$ cat src/rtl/sparse_act_encoder.sv
// sparse_act_encoder
// Compresses a dense stream of signed activations, one channel plane at a
// time, into (value, zero-run index) entries. A single output register gives
// 1-cycle latency and full throughput. Each plane closes with exactly one
// out_last entry, and its entry count is reported on cnt/cnt_valid.
// Optional build macro: SPARSE_ENC_RELU_EN clamps negative inputs to zero
// before encoding.
module sparse_act_encoder #(
    parameter int DATA_W = 16,
    parameter int IDX_W  = 4,
    parameter int CNT_W  = 8
) (
    input  logic              clk,
    input  logic              rst,
    input  logic              in_valid,
    output logic              in_ready,
    input  logic [DATA_W-1:0] in_data,
    input  logic              in_last,
    output logic              out_valid,
    input  logic              out_ready,
    output logic [DATA_W-1:0] out_value,
    output logic [IDX_W-1:0]  out_index,
    output logic              out_last,
    output logic              cnt_valid,
    output logic [CNT_W-1:0]  cnt,
    output logic              cnt_ovf
);

    localparam logic [IDX_W-1:0]  ZR_MAX  = {IDX_W{1'b1}};
    localparam logic [CNT_W-1:0]  EC_MAX  = {CNT_W{1'b1}};
    localparam logic [CNT_W-1:0]  EC_ONE  = {{(CNT_W-1){1'b0}}, 1'b1};
    localparam logic [IDX_W-1:0]  ZR_ONE  = {{(IDX_W-1){1'b0}}, 1'b1};
    localparam logic [DATA_W-1:0] D_ZERO  = {DATA_W{1'b0}};

    // Output register and bookkeeping state
    logic              out_valid_q, out_valid_d;
    logic [DATA_W-1:0] out_value_q, out_value_d;
    logic [IDX_W-1:0]  out_index_q, out_index_d;
    logic              out_last_q,  out_last_d;
    logic [IDX_W-1:0]  zr_q,        zr_d;
    logic [CNT_W-1:0]  ec_q,        ec_d;
    logic [CNT_W-1:0]  pend_q,      pend_d;   // count of the plane whose last entry is queued
    logic              cnt_valid_q, cnt_valid_d;
    logic [CNT_W-1:0]  cnt_q,       cnt_d;
    logic              cnt_ovf_q,   cnt_ovf_d;

    logic [DATA_W-1:0] elem_s;
    logic              in_ready_s;
    logic              accept_s;
    logic              emit_s;
    logic              load_s;
    logic              xfer_s;
    logic [CNT_W-1:0]  ec_inc_s;

    // Element as seen by the encoder (optionally ReLU-clamped)
    always_comb begin
`ifdef SPARSE_ENC_RELU_EN
        if (in_data[DATA_W-1]) begin
            elem_s = D_ZERO;
        end else begin
            elem_s = in_data;
        end
`else
        elem_s = in_data;
`endif
    end

    // Handshake qualifiers and emit decision for the current element
    always_comb begin
        in_ready_s = !out_valid_q || out_ready;
        accept_s   = in_valid && in_ready_s;
        emit_s     = in_last || (elem_s != D_ZERO) || (zr_q == ZR_MAX);
        load_s     = accept_s && emit_s;
        xfer_s     = out_valid_q && out_ready;
        if (ec_q == EC_MAX) begin
            ec_inc_s = EC_MAX;
        end else begin
            ec_inc_s = ec_q + EC_ONE;
        end
    end

    // Next-state logic for output register, zero run, counters
    always_comb begin
        out_valid_d = out_valid_q;
        out_value_d = out_value_q;
        out_index_d = out_index_q;
        out_last_d  = out_last_q;
        zr_d        = zr_q;
        ec_d        = ec_q;
        pend_d      = pend_q;
        cnt_d       = cnt_q;
        cnt_ovf_d   = cnt_ovf_q;
        cnt_valid_d = xfer_s && out_last_q;

        if (load_s) begin
            // A load may coincide with a transfer: the register is simply replaced.
            out_valid_d = 1'b1;
            out_value_d = elem_s;
            out_index_d = zr_q;
            out_last_d  = in_last;
            if (ec_q == EC_MAX) begin
                cnt_ovf_d = 1'b1;
            end else begin
                cnt_ovf_d = cnt_ovf_q;
            end
            if (in_last) begin
                pend_d = ec_inc_s;
                ec_d   = {CNT_W{1'b0}};
            end else begin
                ec_d   = ec_inc_s;
            end
        end else if (xfer_s) begin
            out_valid_d = 1'b0;
        end else begin
            out_valid_d = out_valid_q;
        end

        if (accept_s) begin
            if (emit_s) begin
                zr_d = {IDX_W{1'b0}};
            end else begin
                zr_d = zr_q + ZR_ONE;
            end
        end else begin
            zr_d = zr_q;
        end

        // Publish the plane count as its closing entry leaves
        if (xfer_s && out_last_q) begin
            cnt_d = pend_q;
        end else begin
            cnt_d = cnt_q;
        end
    end

    // State registers with synchronous reset
    always_ff @(posedge clk) begin
        if (rst) begin
            out_valid_q <= 1'b0;
            out_value_q <= {DATA_W{1'b0}};
            out_index_q <= {IDX_W{1'b0}};
            out_last_q  <= 1'b0;
            zr_q        <= {IDX_W{1'b0}};
            ec_q        <= {CNT_W{1'b0}};
            pend_q      <= {CNT_W{1'b0}};
            cnt_valid_q <= 1'b0;
            cnt_q       <= {CNT_W{1'b0}};
            cnt_ovf_q   <= 1'b0;
        end else begin
            out_valid_q <= out_valid_d;
            out_value_q <= out_value_d;
            out_index_q <= out_index_d;
            out_last_q  <= out_last_d;
            zr_q        <= zr_d;
            ec_q        <= ec_d;
            pend_q      <= pend_d;
            cnt_valid_q <= cnt_valid_d;
            cnt_q       <= cnt_d;
            cnt_ovf_q   <= cnt_ovf_d;
        end
    end

    assign in_ready  = in_ready_s;
    assign out_valid = out_valid_q;
    assign out_value = out_value_q;
    assign out_index = out_index_q;
    assign out_last  = out_last_q;
    assign cnt_valid = cnt_valid_q;
    assign cnt       = cnt_q;
    assign cnt_ovf   = cnt_ovf_q;

endmodule
$ cat config.mk
export PLATFORM = sky130hd
export DESIGN_NAME = sparse_act_encoder
export DESIGN_NICKNAME = d
export VERILOG_FILES = /design/src/rtl/sparse_act_encoder.sv
export SDC_FILE = /design/constraint.sdc
export NUM_CORES = 1
export LEC_CHECK = 0
export CORE_UTILIZATION = 40
export DETAILED_ROUTE_END_ITERATION = 8
export DONT_BUFFER_PORTS = 1
export GPL_ROUTABILITY_DRIVEN = 0
export REMOVE_ABC_BUFFERS = 1
export SLEW_MARGIN = 40
export SYNTH_ARGS = -nofsm -noshare
export SYNTH_HDL_FRONTEND = slang
export SYNTH_SLANG_ARGS = --single-unit
$ cat constraint.sdc
create_clock -name clk -period 4.6 [get_ports clk]
set_input_delay 0.46 -clock clk [delete_from_list [all_inputs] [get_ports clk]]
set_output_delay 0.46 -clock clk [all_outputs]
set_load 0.1 [all_outputs]
==> key figures <==
Run status
  • Status: finished clean

Floorplanning
  • Core Box Area: 5570 sq um
  • Horiz. Die Dim: 78.5 um
  • I/O pins: 54
  • Die ar.: ~6000 sq um
  • Initial Utilization: 0.420
  • Rows: 27
  • Die height: 78.5 um

Clocking
  • CTS tree: built
  • Root buffer cell: clkbuf_8
  • Post-CTS Setup Inserts: 0
  • TritonCTS Buffers: 5
  • H-tree Lvls: 2
  • Hold buffer count at CTS: 0
  • Clock transition at the registers of the reported paths: 90 ps
  • Clk_lat worst skew: 300 ps
  • CTS sink cnt: 52
  • Clk buf depth: 2
  • Post-CTS Resized: 0

Power
  • Post-layout power: between 0.8 and 0.9 mW
  • Leakage: 0.898 nW
  • PwrDens: 356 nW/um^2
  • VDD IR-drop max: 213 uV

Logic synthesis
  • Flops & latches, synth: 52
  • Post-synth top area cell: dfxtp_1
  • Area share of the largest cell type after synthesis: 0.445
  • EDFF count, synth: 0
  • Netlist Area Pre-Place: approximately 2300 sq um
  • Syn avg cell area: 8.74 sq um
  • Synth cell types: 54
  • Part of the Yosys area used for sequential elements: 0.445
  • Primary FF master, synth: dfxtp_1
  • Ys Warns: 0
  • Cell count after synthesis: 268
  • Share of flip-flops with an asynchronous set or reset: 0
  • Area contributors post-synth: dfxtp_1, nand2_1, mux2i_1, nand3_1, a21oi_1

Routing
  • Remaining DRCs: 0
  • Post-DR vias/cell: 5.49
  • Routed wire length per instance: between 10 and 15 um
  • Final ANT Viol Nets: 0
  • Routed wire length: 4710 um
  • DR iter-0 viols: 78
  • Routed vias: 1829
  • Drt pass-1 iters: 4

GRT
  • Largest net degree at the start of global routing: 52
  • GRT overflow: 0
  • Initial antenna violation count: 0
  • Vias in the first global route: 1744
  • All-Layer GR Usage: 0.165
  • First-pass GRT wire length: around 8100 um

Timing
  • RSZ-0062 raised after global routing: false
  • Final slew viol count: 0
  • TNS Setup: 0 ps
  • Max Clk Rate: 0.425 GHz
  • Setup violators final: 0
  • Tightest Pin Transition: 680 ps
  • Fin crit period: 2350 ps
  • Fin crit share: 0.512
  • Setup Skew: 2.14 ps
  • Fin. Hold Viols: 0
  • Hold slack: 203 ps
  • Slew headroom: 0.542

Setup path
  • Worst Path Required: approximately 4800 ps
  • Crit Path Max Fanout: 13
  • Crit path from: out_valid
  • Crit path launch type: register
  • Worst Reg-to-Reg Cells: 7
  • Worst Path Arrival: 2590 ps
  • Kind of critical path: register to register
  • R2r startpoint: out_valid
  • Crit. End Element: register

Hold path
  • Class of the worst hold path: input port to register
  • WHS Path Cells: 1
  • Critical hold path startpoint: rst

Layout
  • Share of cells above drive strength 1: 0.207
  • Ant diodes: 0
  • Final net count: around 280
  • P&R area growth vs syn: 7.11%

Placement
  • HPWL Detailed: roughly 3300 um
  • Port Buffers: 0

Flow run
  • Maxcap violations: 0
[metrics by stage]
stage	util	cell area, sq um	cells	setup WS [ps]
finish	0.450	2510	333	2250
CTS	0.450	2510	333	2240
floorplan	-	2230	249	1160
global placement	0.420	2340	323	1870
global route	0.450	2510	333	2080
detailed placement	0.432	2410	325	2260
[final timing paths]
path / slack [ps] / end
setup / recovery: 2250 / out_value[10]
hold / removal: 200 / cnt[4]
setup reg to reg: 2250 / out_value[10]
hold reg to reg: 450 / cnt[6]
[placed cells by master (no fill, tap or decap), drive strengths merged, types with 3 or more instances in the layout]
master and count:
nand2 65, dfxtp 52, mux2i 21, nand3 15
a21oi 15, o21ai 10, nor2 9, clkbuf 6
and3 5, nor3 5, nand4 4, nor4 4
buf 4, and4 3, a31oi 3, xor2 3
[sequential cells by signal, summed over array words and instances (netlist names)]
signal and cells:
out_index 4, cnt_ovf 1, pend_q 8, out_valid 1
out_last 1, zr_q 4, cnt 8, out_value 16
ec_q 8, cnt_valid 1
[worst max-delay path, stage by stage, from the launching register on]
cell	delay, ps
dfxtp_2	510
nand2b_1	150
buf_4	340
nand2_1	290
a21oi_4	400
buf_6	220
buf_8	170
mux2i_1	190
[cell families (layout without fill, tap and decap cells)]
family	Yosys count	in the layout	share of synthesized area
AOI/OAI and AO/OA	47	47	0.133
buffers and inverters	22	15	0.0518
xor gates and xnor gates	5	5	0.0187
DFF	52	52	0.445
muxes	21	21	0.0898
adders and majority gates	2	2	0.0107
and+or+nand+nor	119	119	0.251
[metal layers]
metal  vias to the layer above  GRT usage  wire length, um
li1                        926          -                -
met1                       843      0.213             2270
met2                        51      0.248             2020
met3                         9     0.0558              329
met4                         0     0.0759               87
met5                         -          0                0
[synthesized netlist by cell type (all sizes together) (4+ instances only)]
cell,count
nand3,15
and3,5
nor3,5
nand2,65
nor2,9
buf,8
nand4,4
a21oi,15
mux2i,21
dfxtp,52
o21ai,10
nor4,4
clkbuf,11
[power breakdown]
group | internal [mW] | leakage [nW] | total, mW | switching [mW]
clock network | 0.122 | 0.0434 | 0.275 | 0.153
logic | 0.0241 | 0.418 | 0.0612 | 0.0371
registers | 0.467 | 0.437 | 0.555 | 0.0878
[final cells by class]
class                           instances  area [sq um]
Clock buffer                            6          82.6
Clock inverter                          2          15.0
Fill cell                             567          3070
Inverter                                3          11.3
Multi-Input combinational cell        194          1190
Sequential cell                        52          1080
Tap cell                               72          90.1
Timing Repair Buffer                    4          41.3
Power figures use the tool's default switching activity.
